`src/rtl/alu_multiword_seq.sv`:
```
// Runs NUM_WORDS-wide arithmetic/logic/rotate operations on the single-word alu, one word per clock.
// Optional macro ALU_MW_SEQ_ABORT_EN adds the abort input and aborted pulse output.
//   state | meaning
//   IDLE  | waiting for start; alu inputs parked at add/0
//   RUN   | one operand word per cycle, carry chained through proc flags
//   DONE  | aggregate flags; done pulses as result/flags_out land

`ifndef CONST_ALU_INOUT_WIDTH
`define CONST_ALU_INOUT_WIDTH 8
`endif
`ifndef CONST_PROC_FLAGS_WIDTH
`define CONST_PROC_FLAGS_WIDTH 4
`endif
`ifndef CONST_ALU_OPER_WIDTH
`define CONST_ALU_OPER_WIDTH 4
`define ENUM_ALU_OPER_ADD  4'd0
`define ENUM_ALU_OPER_ADC  4'd1
`define ENUM_ALU_OPER_SUB  4'd2
`define ENUM_ALU_OPER_SBC  4'd3
`define ENUM_ALU_OPER_AND  4'd4
`define ENUM_ALU_OPER_ORR  4'd5
`define ENUM_ALU_OPER_XOR  4'd6
`define ENUM_ALU_OPER_ROLC 4'd7
`define ENUM_ALU_OPER_RORC 4'd8
`endif

module alu_multiword_seq #(
    parameter int NUM_WORDS = 2,
    parameter int W         = `CONST_ALU_INOUT_WIDTH,
    parameter int FW        = `CONST_PROC_FLAGS_WIDTH
) (
    input  logic                             master_clk,
    input  logic                             reset,
    input  logic                             start,
    input  logic [2:0]                       mw_op,
    input  logic [1:0]                       mw_shift,
    input  logic [NUM_WORDS*W-1:0]           a_in,
    input  logic [NUM_WORDS*W-1:0]           b_in,
    input  logic                             carry_in,
`ifdef ALU_MW_SEQ_ABORT_EN
    input  logic                             abort,
    output logic                             aborted,
`endif
    output logic                             busy,
    output logic                             done,
    output logic [NUM_WORDS*W-1:0]           result,
    output logic [FW-1:0]                    flags_out,
    output logic [`CONST_ALU_OPER_WIDTH-1:0] alu_oper,
    output logic [W-1:0]                     alu_a_in,
    output logic [W-1:0]                     alu_b_in,
    output logic [FW-1:0]                    alu_proc_flags_in,
    input  logic [W-1:0]                     alu_out,
    input  logic [FW-1:0]                    alu_proc_flags_out
);
    localparam int OW = `CONST_ALU_OPER_WIDTH;
    localparam int IW = (NUM_WORDS > 1) ? $clog2(NUM_WORDS) : 1;
    localparam logic [IW-1:0] LAST_IDX = IW'(NUM_WORDS - 1);
    localparam int pf_slot_c = 0;
    localparam int pf_slot_z = 1;
    localparam int pf_slot_n = 2;
    localparam int pf_slot_v = 3;

    typedef enum logic [1:0] {IDLE, RUN, DONE} state_t;
    state_t state_q, state_d;

    logic [NUM_WORDS*W-1:0] a_q, b_q;
    logic [2:0]             op_q;
    logic [1:0]             shift_q;
    logic                   cin_q, first_q, c_chain_q, z_acc_q, n_q, v_q;
    logic [IW-1:0]          idx_q, left_q;
    logic                   abort_run, cin_used, is_cmp;
    logic [OW-1:0]          oper_sel;
    logic [FW-1:0]          flags_agg;

`ifdef ALU_MW_SEQ_ABORT_EN
    assign abort_run = abort;
`else
    assign abort_run = 1'b0;
`endif

    assign busy     = (state_q == RUN);
    assign cin_used = (shift_q != 2'd0) || (op_q == 3'd1) || (op_q == 3'd3);
    assign is_cmp   = (shift_q == 2'd0) && (op_q == 3'd4);

    always_comb begin
        state_d = state_q;
        case (state_q)
            IDLE:    if (start) state_d = RUN;
            RUN:     if (abort_run) state_d = IDLE;
                     else if (left_q == '0) state_d = DONE;
            DONE:    state_d = IDLE;
            default: state_d = IDLE;
        endcase
    end

    always_comb begin
        oper_sel = `ENUM_ALU_OPER_ADD;
        if (shift_q == 2'd1)      oper_sel = `ENUM_ALU_OPER_ROLC;
        else if (shift_q == 2'd2) oper_sel = `ENUM_ALU_OPER_RORC;
        else begin
            case (op_q)
                3'd0:       oper_sel = first_q ? `ENUM_ALU_OPER_ADD : `ENUM_ALU_OPER_ADC;
                3'd1:       oper_sel = `ENUM_ALU_OPER_ADC;
                3'd2, 3'd4: oper_sel = first_q ? `ENUM_ALU_OPER_SUB : `ENUM_ALU_OPER_SBC;
                3'd3:       oper_sel = `ENUM_ALU_OPER_SBC;
                3'd5:       oper_sel = `ENUM_ALU_OPER_AND;
                3'd6:       oper_sel = `ENUM_ALU_OPER_ORR;
                default:    oper_sel = `ENUM_ALU_OPER_XOR;
            endcase
        end
    end

    always_comb begin
        alu_oper          = `ENUM_ALU_OPER_ADD;
        alu_a_in          = '0;
        alu_b_in          = '0;
        alu_proc_flags_in = '0;
        if (state_q == RUN) begin
            alu_oper = oper_sel;
            alu_a_in = a_q[int'(idx_q)*W +: W];
            alu_b_in = (shift_q == 2'd0) ? b_q[int'(idx_q)*W +: W] : '0;
            alu_proc_flags_in[pf_slot_c] = first_q ? (cin_used & cin_q) : c_chain_q;
        end
    end

    always_comb begin
        flags_agg            = '0;
        flags_agg[pf_slot_c] = c_chain_q;
        flags_agg[pf_slot_z] = z_acc_q;
        flags_agg[pf_slot_n] = n_q;
        flags_agg[pf_slot_v] = v_q;
    end

    always_ff @(posedge master_clk) begin
        if (reset) begin
            state_q   <= IDLE;
            done      <= 1'b0;
            result    <= '0;
            flags_out <= '0;
            a_q       <= '0;
            b_q       <= '0;
            op_q      <= '0;
            shift_q   <= '0;
            cin_q     <= 1'b0;
            first_q   <= 1'b0;
            c_chain_q <= 1'b0;
            z_acc_q   <= 1'b1;
            n_q       <= 1'b0;
            v_q       <= 1'b0;
            idx_q     <= '0;
            left_q    <= '0;
`ifdef ALU_MW_SEQ_ABORT_EN
            aborted   <= 1'b0;
`endif
        end else begin
            state_q <= state_d;
            done    <= 1'b0;
`ifdef ALU_MW_SEQ_ABORT_EN
            aborted <= 1'b0;
`endif
            case (state_q)
                IDLE: if (start) begin
                    a_q     <= a_in;
                    b_q     <= b_in;
                    op_q    <= mw_op;
                    shift_q <= (mw_shift == 2'd3) ? 2'd0 : mw_shift;
                    cin_q   <= carry_in;
                    first_q <= 1'b1;
                    z_acc_q <= 1'b1;
                    left_q  <= LAST_IDX;
                    idx_q   <= (mw_shift == 2'd2) ? LAST_IDX : '0;
                end
                RUN: begin
`ifdef ALU_MW_SEQ_ABORT_EN
                    if (abort) aborted <= 1'b1;
`endif
                    if (!abort_run) begin
                        if (!is_cmp) result[int'(idx_q)*W +: W] <= alu_out;
                        c_chain_q <= alu_proc_flags_out[pf_slot_c];
                        z_acc_q   <= z_acc_q & alu_proc_flags_out[pf_slot_z];
                        if (idx_q == LAST_IDX) begin
                            n_q <= alu_proc_flags_out[pf_slot_n];
                            v_q <= alu_proc_flags_out[pf_slot_v];
                        end
                        first_q <= 1'b0;
                        left_q  <= left_q - IW'(1);
                        idx_q   <= (shift_q == 2'd2) ? idx_q - IW'(1) : idx_q + IW'(1);
                    end
                end
                DONE: begin
                    flags_out <= flags_agg;
                    done      <= 1'b1;
                end
                default: ;
            endcase
        end
    end
endmodule

```
`config.mk`:
```
export PLATFORM = sky130hd
export DESIGN_NAME = alu_multiword_seq
export DESIGN_NICKNAME = d
export VERILOG_FILES = /design/src/rtl/alu_multiword_seq.sv
export SDC_FILE = /design/constraint.sdc
export NUM_CORES = 1
export LEC_CHECK = 0
export BUFFER_PORTS_ARGS = -buffer_cell sky130_fd_sc_hd__buf_2
export CAP_MARGIN = 5
export CORE_AREA = 2 2 78 80
export DETAILED_ROUTE_END_ITERATION = 6
export DIE_AREA = 0 0 80 82
export HOLD_SLACK_MARGIN = 0.1
export PLACE_DENSITY = 0.88
export SLEW_MARGIN = 20
export SYNTH_ARGS = -nofsm -noshare
export SYNTH_HDL_FRONTEND = slang
export SYNTH_SLANG_ARGS = --single-unit
```
`constraint.sdc`:
```
create_clock -name master_clk -period 1.9 [get_ports master_clk]
set_input_delay 0.285 -clock master_clk [delete_from_list [all_inputs] [get_ports master_clk]]
set_output_delay 0.285 -clock master_clk [all_outputs]
set_load 0.1 [all_outputs]
```
==> impl_summary.md, run 1 <==
Status
The flow ran to the end, but the final reports show violations. The checks that failed: negative setup slack.

Global routing
In the global route stage, overall resource usage came out at 0.216. The initial antenna violation count is 0. The total congestion overflow after global routing is 0. The via count of the first global-routing pass was 2436. The largest net degree at the start of global routing is 47. The first global-routing pass estimated 10900 um of wire.

Placement
The placed wire-length estimate after detailed placement is 5020 um. The number of buffers added on ports is 95. Routability-driven placement finished with a final weighted congestion of 0.765. Timing analysis after detailed placement gives a worst setup slack of 0.122 ns. The number of placed instances, taps included is 487.

STA
The worst-case clock skew is 0.00723 ns. The highest attainable clock frequency is 0.502 GHz. Setup repair after global routing could not meet its margin everywhere. The share of the clock period used by the worst path after layout is 1.05.

The count of endpoints failing hold in the final timing report is 0. The max-slew violation count came to 0. In the post-route analysis, the smallest setup slack over all paths is -0.0930 ns. The worst path in the final design needs a cycle of 1.99 ns, including I/O delays and setup. The final total negative setup slack is -0.124 ns. Setup violations remaining at the end of the flow were counted as 2.

Setup path
The type of the setup path with the least slack is flip-flop to output port. Along the worst path, the maximum fanout reaches 2. Data arrives at the worst endpoint at 1.71 ns. The type of element launching the critical path is a flip-flop. STA classifies the critical path endpoint as an output port. STA puts the critical path data required time at 1.62 ns.

Finish
The filler cells instantiated in the layout total 441. The flip-flop and latch area is 1370 um^2. Once layout is complete, the cells apart from fillers number 507. Relative to the synthesized area, the layout overhead comes to 49.9%.

Of the cells placed in the final design, the portion with a size suffix greater than 1 is 0.398. The number of inserted diodes is 0. The layout net count is 480. The multi-input combinational cells in the finished layout cover a total of 1440 um^2. Leaving out fill and tap cells, the most frequent cells in the layout are nand2_1, buf_2, dfxtp_1. The most frequent standard cell in the layout excluding fill and tap cells is nand2_1.

Yosys
The synthesized design contains 68 register bits. The count of synthesis-stage warnings from yosys is 0. The number of instances in the synthesized netlist is 325. The mean cell area of the mapped netlist is 8.40 um^2.

The synthesized area is 2730 um^2. Counting distinct cell types in the post-synthesis netlist gives 30. The sequential fraction of the synthesis area is 0.499.

CTS
The number of levels the H-tree was split into is 3. The later pin in the worst-skew pair is clocked with a latency of 0.33 ns. The tree is rooted in a clkbuf_8. In this run, post-CTS hold repair placed 0 buffers. The clock tree from TritonCTS is built. The tree built by TritonCTS fans out to 68 sinks. The number of buffers inserted during clock tree synthesis is 9. The clock passes through at most 2 buffers.

After clock tree synthesis, the clock-pin slew on the worst setup and hold paths is 0.07 ns.

Detailed routing
The count of antenna-violating nets left after detailed routing is 0. The average routed wire per standard cell is 14.1 um. The final route contains 2588 vias.

The routed via count divided by cell count is 5.10. The post-detailed-routing wire length is 7160 um. The DRC violation count after routing is 0. The first routing iteration left 108 violations. The number of iterations in the first detailed-routing pass is 4.

Power
The maximum vdd ir drop is 0.000474 V. The static leakage is 1.66 nW. The power density relative to cell area is 859 nW/um^2.

Die
The area inside the core boundary is 5750 um^2. In this run the core area contains 28 standard-cell rows. From bottom edge to top edge, the die measures 82 um. The initial utilization of the core area, before any placement, comes to 0.475. Pin placement for this block handled 99 I/O pins.

The die footprint is 6560 um^2. The width of the die is 80 um.

Hold path
The class of the tightest hold or removal check is primary input to flip-flop.

Flow run
The tool flagged a number of max-cap violations equal to 0.
==> state kept, by name, indices dropped and copies added (netlist names), 2 cells and up <==
| signal | flops |
|---|---|
| b_q | 16 |
| result | 16 |
| state_q | 2 |
| shift_q | 2 |
| op_q | 3 |
| flags_out | 4 |
| a_q | 16 |
==> metrics by stage <==
| stage | hold WS (ns) | power (W) | utilization | instance area [um^2] |
|---|---|---|---|---|
| detailed placement | 0.446 | 0.00234 | 0.653 | 3750 |
| global route | 0.173 | 0.00367 | 0.712 | 4090 |
| CTS | 0.165 | 0.00351 | 0.697 | 4000 |
| finish | 0.179 | 0.00352 | 0.712 | 4090 |
| floorplan | 0.421 | 0.00211 | - | 2850 |
| global placement | 0.442 | 0.00232 | 0.653 | 3750 |
==> path summary, 6_finish.rpt <==
check / from / to / slack [ns] / cells past startpoint
setup reg to reg: state_q[1] / result[5] / 0.31 / 6
hold / removal: alu_proc_flags_out[1] / z_acc_q / 0.18 / 3
setup / recovery: first_q / alu_oper[0] / -0.09 / 5
hold reg to reg: b_q[3] / b_q[3] / 0.46 / 2
==> synthesized netlist by cell type <==
cell type | instances | area [um^2]
a31oi_2 | 1 | 12.5
xnor2_1 | 1 | 8.76
a211oi_1 | 1 | 7.51
nand2_1 | 82 | 308
a31oi_1 | 1 | 6.26
buf_1 | 2 | 7.51
conb_1 | 1 | 3.75
nor2_1 | 37 | 139
clkinv_1 | 1 | 3.75
nand2b_1 | 2 | 12.5
a22o_1 | 8 | 70.1
a21boi_0 | 1 | 7.51
clkbuf_1 | 17 | 63.8
a21oi_1 | 44 | 220
nand3_1 | 2 | 10.0
a311oi_4 | 1 | 26.3
buf_6 | 1 | 11.3
nor3_1 | 4 | 20.0
dfxtp_1 | 68 | 1360
nand3b_1 | 4 | 30.0
buf_4 | 3 | 22.5
and2_1 | 1 | 6.26
nor3b_1 | 1 | 7.51
mux2i_1 | 28 | 280
mux2_2 | 1 | 11.3
inv_1 | 4 | 15.0
nor2b_1 | 1 | 6.26
and3_1 | 1 | 6.26
maj3_1 | 3 | 30.0
o21ai_0 | 3 | 15.0
==> area by class of cell <==
cell class	count	share of cell area
repair buffers	111	0.235
clock inverters	7	0.0183
well taps	75	0.0229
multi-input cells	232	0.352
flip-flops and latches	68	0.336
clock buffers	9	0.0303
inverters	5	0.00581
==> power breakdown <==
part           total [W]  internal, W  switching (W)
Combinational   0.000793     0.000273       0.000520
Clock            0.00115     0.000609       0.000545
Sequential       0.00157      0.00151      0.0000599
==> worst max-delay path: stages, from the launching register on <==
cell	delay, ns
dfxtp_2	0.33
a21boi_1	0.13
mux2_4	0.27
maj3_2	0.34
nor2_4	0.12
buf_12	0.18
==> routing by layer <==
layer	part of all wire	GRT usage
met5	0	0
met4	0.016	0.0915
met3	0.058	0.0593
met2	0.53	0.382
met1	0.40	0.246
==> timing repair <==
action,CTS,global route
resized for setup,19,16
pin swaps,2,4
setup endpoints to repair,22,19
gates cloned,0,1
buffers inserted,1,2
==> kinds of logic (layout without fill, tap and decap cells) <==
logic type,Yosys count,after routing,synth area share
AOI/OAI and AO/OA,60,60,0.134
DFF,68,68,0.499
buffers and inverters,28,132,0.0454
adders and majority gates,3,3,0.0110
other,1,3,0.00137
and+or+nand+nor,135,136,0.200
muxes,29,29,0.107
xor gates and xnor gates,1,1,0.00321
(Power assumes the default switching activity.)
==> run 2: changes to the inputs <==
--- a/config.mk
+++ b/config.mk
@@ -11,7 +11,7 @@
 export DETAILED_ROUTE_END_ITERATION = 6
 export DIE_AREA = 0 0 80 82
 export HOLD_SLACK_MARGIN = 0.1
-export PLACE_DENSITY = 0.88
+export PLACE_DENSITY = 0.9
 export SLEW_MARGIN = 20
 export SYNTH_ARGS = -nofsm -noshare
 export SYNTH_HDL_FRONTEND = slang
==> run 2 against run 1 <==
The flow still finishes with violations (negative setup slack). Register-to-register slack worse by 0.05 ns. Sequential cell count is the same. Clock power hardly changed.
==> impl_summary.md, run 2 (synthesized netlist as in run 1, its figures left out) <==
Finish
The largest registers in the layout are a_q: 16 flops, b_q: 16 flops, result: 16 flops. The layout has 437 filler cells. In the layout the commonest cells are nand2_1, buf_2, dfxtp_1. The most frequent standard cell in the layout excluding fill and tap cells is nand2_1. After the last flow step, the layout net total stands at 481. The repair_antennas step left the layout with diodes totalling 0. Of the cells placed in the final design, the portion with a size suffix greater than 1 is 0.402. Measured on the finished design, the core utilization comes to 0.710. Compared with the post-synthesis result, the final layout area differs by 49.4%. The non-filler instance count after layout is 508.

CTS
The number of hold buffers added after CTS was 0. The clock latency of the later-clocked register in the worst-skew pair is 0.35 ns. The number of levels the H-tree was split into is 3. Clock tree synthesis inserted a total of 9 buffers.

The cell at the root of the clock tree is clkbuf_8. The clock transition at the registers of the reported paths is 0.08 ns. The largest buffer count on any clock path is 2.

The total clock sinks is 68. The clock tree from TritonCTS is built.

Detailed routing
The number of iterations in the first detailed-routing pass is 4. The count of routing violations after the opening detailed-route iteration is 105. The post-detailed-routing wire length is 7430 um. The average routed wire per standard cell is 14.6 um.

The count of antenna-violating nets left after detailed routing is 0. The final route contains 2639 vias. The DRC violation count after routing is 0. After detailed routing, the number of vias per cell comes to 5.19.

Setup path
The type of the setup path with the least slack is flip-flop to output port. In this run the critical register-to-register path is launched from state_q[1]. For the worst setup path, the data arrival time is 1.72 ns. The peak fanout along the critical path is 2. The largest delay contributor family on the critical path is flip-flops. The kind of capture point of the worst setup path is an output port.

The critical path goes through a21boi_4, mux2_4, maj3_2, nor2_4, buf_12. The worst setup path is launched from a flip-flop. The worst reg2reg path depth is 6. The total buffers and inverters traversed by the critical path is 1. At the worst endpoint, the required time is 1.62 ns. The reg-to-reg setup timing slack is 0.26 ns. The largest single stage delay on the critical path is 0.33 ns. The slowest cell on the critical path is dfxtp_2.

The endpoint identified for the worst register-to-register timing path is result[1].

Power
The static leakage is 1.68 nW. The relative contribution of the clock network to total power is 0.328. The power density relative to cell area is 861 nW/um^2. The share of total power dissipated in combinational logic is 0.227. Across the VDD grid, the largest voltage drop is 0.000573 V.

In this run the power spent charging and discharging nets is 0.00113 W. Internal power comes to 0.00238 W. The switching part of the total power is 0.323. Total power for the finished layout comes to 0.00351 W. The part of the total power dissipated in sequential elements is 0.445.

Die
The overall die height is 82 um. From left edge to right edge, the die measures 80 um. The standard-cell row count is 28. During I/O placement, the number of pins put on the boundary was 99. The area inside the core boundary is 5750 um^2.

The die covers 6560 um^2. The initial core utilization is 0.475.

Hold path
The path with the worst hold slack has its endpoint at op_q[2]. The number of cells traversed by the worst hold path is 3. The class of the tightest hold or removal check is primary input to flip-flop. The worst hold path begins at mw_op[2].

Global routing
The initial antenna violation count is 0. The via count of the first global-routing pass is 2518. The total track usage is 0.229. The first-pass GRT wire length is 11500 um.

The total congestion overflow after global routing is 0. The largest net degree at the start of global routing is 48.

Placement
The weighted congestion reported at the end of routability-driven placement is 0.804. The post-place setup slack is 0.102 ns. The number of placed instances, taps included is 486. Once detailed placement completed, the half-perimeter wirelength came to 5010 um. The number of buffers added on ports is 95.

Status
The flow ran to the end, but the final reports show violations. The final reports fail on negative setup slack.

Flow run
The number of max-cap violations is 0.

STA
The count of endpoints failing hold in the final timing report is 0. Summed over all failing endpoints, the final setup total negative slack is -0.181 ns. Setup repair after global routing could not meet its margin everywhere. The final worst slack is -0.108 ns. The worst-case clock skew is 0.00960 ns.

The worst path in the final design needs a cycle of 2.01 ns, including I/O delays and setup. The number of setup violations in the final report is 2. The max-slew violation count came to 0. The share of the clock period used by the worst path after layout is 1.06. Derived from the worst setup path, the maximum achievable clock frequency is 0.498 GHz.
run 2: power groups by stage:
stage	registers, W	clock network, W	logic [W]
2_1_floorplan	0.00168	0	0.000427
3_3_place_gp	0.00158	0	0.000729
3_5_place_dp	0.00159	0	0.000746
4_1_cts	0.00156	0.00117	0.000777
5_1_grt	0.00157	0.00123	0.000842
6_report	0.00156	0.00115	0.000796
run 2: layout make-up:
cell class / instances / area, um^2 / area share
repair buffers: 113 / 975 / 0.239
clock inverters: 7 / 67.6 / 0.0166
flip-flops and latches: 68 / 1380 / 0.338
multi-input cells: 231 / 1410 / 0.347
clock buffers: 9 / 124 / 0.0304
inverters: 5 / 23.8 / 0.00583
well taps: 75 / 93.8 / 0.0230
run 2: metrics by stage:
| step | cell area (um^2) | hold WS (ns) |
|---|---|---|
| after detailed placement | 3740 | 0.446 |
| after global placement | 3740 | 0.441 |
| after floorplan | 2850 | 0.421 |
| final | 4080 | 0.159 |
| after CTS | 4030 | 0.154 |
| after global routing | 4080 | 0.170 |
run 2: timing repair:
item / CTS / global route
hold endpoints to repair: 0 / 0
buffers inserted: 4 / 2
setup endpoints to repair: 22 / 18
cloned: 0 / 0
pin swaps: 2 / 9
resized for setup: 23 / 13
run 2: routing by layer:
layer  part of all wire  up-vias  track usage  wire length, um
li1                   -     1277            -                -
met1               0.40     1265        0.260             3010
met5                  0        -            0                0
met2               0.52       83        0.400             3870
met4              0.019        0        0.117              144
met3              0.055       14       0.0560              410
run 2: worst max path at each step:
stage / start / to / slack, ns / cells past startpoint
floorplan: state_q[0] / alu_b_in[0] / -0.26 / 4
global placement: state_q[1] / alu_a_in[2] / 0.18 / 5
detailed placement: state_q[1] / alu_a_in[6] / 0.10 / 5
CTS: op_q[0] / alu_oper[0] / -0.08 / 5
global route: op_q[0] / alu_oper[0] / -0.15 / 5
finish: first_q / alu_oper[0] / -0.11 / 5
run 2: worst min-delay path, delay by kind of cell:
| kind | cells | cell delay (ns) |
|---|---|---|
| buffers and inverters | 1 | 0.09 |
| AO/OA/AOI/OAI | 1 | 0.05 |
| AND/OR/NAND/NOR | 1 | 0.05 |
==> run 3: changes to the inputs <==
--- a/config.mk
+++ b/config.mk
@@ -5,6 +5,7 @@
 export SDC_FILE = /design/constraint.sdc
 export NUM_CORES = 1
 export LEC_CHECK = 0
+export ABC_CLOCK_PERIOD_IN_PS = 1900
 export BUFFER_PORTS_ARGS = -buffer_cell sky130_fd_sc_hd__buf_2
 export CAP_MARGIN = 5
 export CORE_AREA = 2 2 78 80
@@ -12,6 +13,7 @@
 export DIE_AREA = 0 0 80 82
 export HOLD_SLACK_MARGIN = 0.1
 export PLACE_DENSITY = 0.9
+export SKIP_CTS_REPAIR_TIMING = 1
 export SLEW_MARGIN = 20
 export SYNTH_ARGS = -nofsm -noshare
 export SYNTH_HDL_FRONTEND = slang
==> run 3 against run 2 <==
The run still ends with negative setup slack left. Clock-buffer cell count did not move. Non-clock buffer count is 1 lower. Fmax grew 0.42%. Largest power group unchanged. Core utilization down 0.35 points. Wire length decreased by 1.6%. Largest cell class unchanged.
==> impl_summary.md, run 3 (synthesized netlist as in run 1, its figures left out) <==
Status
The flow ran to the end, but the final reports show violations. The checks that failed: negative setup slack.

STA
The max-slew violation count came to 0. The count of endpoints failing hold in the final timing report is 0. In the post-route analysis, the smallest setup slack over all paths is -0.100 ns.

The worst-case clock skew is 0.00900 ns. Dividing the final minimum period by the clock period gives 1.05. The time the worst path needs with I/O delays and setup is 2.00 ns. The number of setup violations in the final report is 2. The highest attainable clock frequency is 0.500 GHz.

Setup repair after global routing could not meet its margin everywhere.

Finish
Summing all multi-input logic gate instances after layout gives 1400 um^2. The largest registers in the layout are a_q: 16 flops, b_q: 16 flops, result: 16 flops. The finished layout holds 507 standard cells, fillers aside. The layout net count is 480. The core occupancy in the finished layout is 0.706. The synthesis-to-finish area growth is 48.6%. The fill cell instance count of the final layout is 447. The sequential cells in the finished layout cover a total of 1380 um^2.

The total non-filler cell area in the finished layout is 4060 um^2. The number of inserted diodes is 0. The fraction of final layout cells with drive strength greater than 1 is 0.396. In the layout the commonest cells are nand2_1, buf_2, dfxtp_1. Leaving out fill and tap cells, the most frequent cell in the layout is nand2_1.

Global routing
The largest net degree at the start of global routing is 48. The via count of the first global-routing pass is 2472. The total congestion overflow after global routing is 0. The first global-routing pass estimated 11100 um of wire.

The total track usage is 0.220. The initial antenna violation count was 0.

Detailed routing
The first detailed-routing pass ran for 4 iterations. The detailed router put a total of 2980 um of wire on met1. In this run, the number of DRC markers left after iteration 0 of detailed routing was 119. The uppermost signal routing layer after detailed routing is met4. The count of antenna-violating nets left after detailed routing is 0. Summed over all nets, wire length on met2 after detailed routing comes to 3770 um. In the detailed route, the total length drawn on met3 is 382 um. Wires add up to 7310 um. The via count of the routed design is 2627. The DRC violation count after routing is 0. In the final routed layout, each cell accounts on average for 14.4 um.

The routed via count divided by cell count is 5.18.

CTS
The clock tree from TritonCTS is built. The number of levels the H-tree was split into is 3. The total clock sinks is 68.

The clock transition at the registers of the reported paths is 0.07 ns. The clock latency of the later-clocked register in the worst-skew pair is 0.34 ns. The clock passes through at most 2 buffers. The number of buffers inserted during clock tree synthesis is 9. The cell at the root of the clock tree is clkbuf_8.

Power
Of the total power, the share spent switching nets is 0.321. Cell internal power was estimated by the tool at 0.00237 W. Power spread over the standard cell area amounts to 861 nW/um^2. The analysis attributes to cell leakage a power of 1.67 nW. The share of total power dissipated in combinational logic is 0.225. For this design the total switching power over the nets is 0.00112 W. The relative contribution of the clock network to total power is 0.328. Of the total power, registers draw 0.447. The worst-case IR drop observed on VDD is 0.000573 V.

Setup path
For the worst setup path, the data arrival time is 1.71 ns. The slowest cell on the critical path is dfxtp_4. The type of the setup path with the least slack is flip-flop to output port. The critical path goes through inv_4, mux2_4, maj3_2, nor2_4, buf_12.

The delay of the slowest cell on the worst path is 0.37 ns. The kind of capture point of the worst setup path is an output port. For the worst setup path, the data required time is 1.62 ns.

The worst setup path is launched from a flip-flop. The peak fanout along the critical path is 5.

Die
The initial core utilization is 0.475. The die is 82 um tall. The region available for standard cell placement spans 5750 um^2. In this run the count of I/O pins placed on the die edge is 99. From left edge to right edge, the die measures 80 um. The die footprint is 6560 um^2. The initialized floorplan defines 28 standard-cell rows.

Hold path
The class of the tightest hold or removal check is primary input to flip-flop.

Placement
Port buffering added 95 buffers. Routability-driven placement finished with a final weighted congestion of 0.804. The placed cell area is 3740 um^2. Summed over all nets, the half-perimeter wirelength after detailed placement is 5010 um. Counting tap cells, the placed design contains a total of 486 instances.

Flow run
The number of max-cap violations is 0.
-- run 3: cell types whose count changed in the layout (fill, tap and decap cells not counted), sizes merged --
cell	delta
buf	-1
-- run 3: path summary, 6_finish.rpt --
| path | to | slack (ns) | startpoint | cells past startpoint |
|---|---|---|---|---|
| worst max-delay path | alu_oper[0] | -0.1 | op_q[0] | 5 |
| worst max register to register | result[1] | 0.25 | state_q[1] | 6 |
| worst min-delay path | op_q[2] | 0.16 | mw_op[2] | 3 |
| worst min register to register | b_q[5] | 0.46 | b_q[5] | 2 |
-- run 3: area by class of cell --
| type | count | share of cell area |
|---|---|---|
| Inverter | 5 | 0.00648 |
| Multi-Input combinational cell | 231 | 0.344 |
| Clock buffer | 9 | 0.0305 |
| Sequential cell | 68 | 0.340 |
| Clock inverter | 7 | 0.0167 |
| Timing Repair Buffer | 112 | 0.238 |
| Tap cell | 75 | 0.0231 |
-- run 3: power groups by stage --
stage               Sequential (W)  Clock [W]  Combinational [W]
CTS                        0.00156    0.00117           0.000748
global route               0.00157    0.00123           0.000834
detailed placement         0.00159          0           0.000746
finish                     0.00156    0.00114           0.000786
floorplan                  0.00168          0           0.000427
global placement           0.00158          0           0.000729
-- run 3: worst max-delay path, delay by kind of cell (launching register included) --
family | cells | cell delay [ns]
buffers and inverters | 2 | 0.24
adder cells (fa/ha/maj) | 1 | 0.34
AND/OR/NAND/NOR | 1 | 0.12
multiplexers | 1 | 0.30
flip-flops | 1 | 0.37
-- run 3: stage by stage --
step	setup TNS (ns)	total power, W	setup WS (ns)	hold WS, ns
2_1_floorplan	-0.733	0.00211	-0.259	0.421
3_3_place_gp	0	0.00231	0.181	0.441
3_5_place_dp	0	0.00234	0.102	0.446
4_1_cts	-3.99	0.00347	-0.275	0.161
5_1_grt	-0.226	0.00363	-0.152	0.167
6_report	-0.114	0.00349	-0.100	0.163
-- run 3: per-layer routing --
metal | GRT usage | vias to the layer above
met3 | 0.0516 | 18
li1 | - | 1278
met5 | 0 | -
met1 | 0.252 | 1244
met2 | 0.381 | 87
met4 | 0.119 | 0
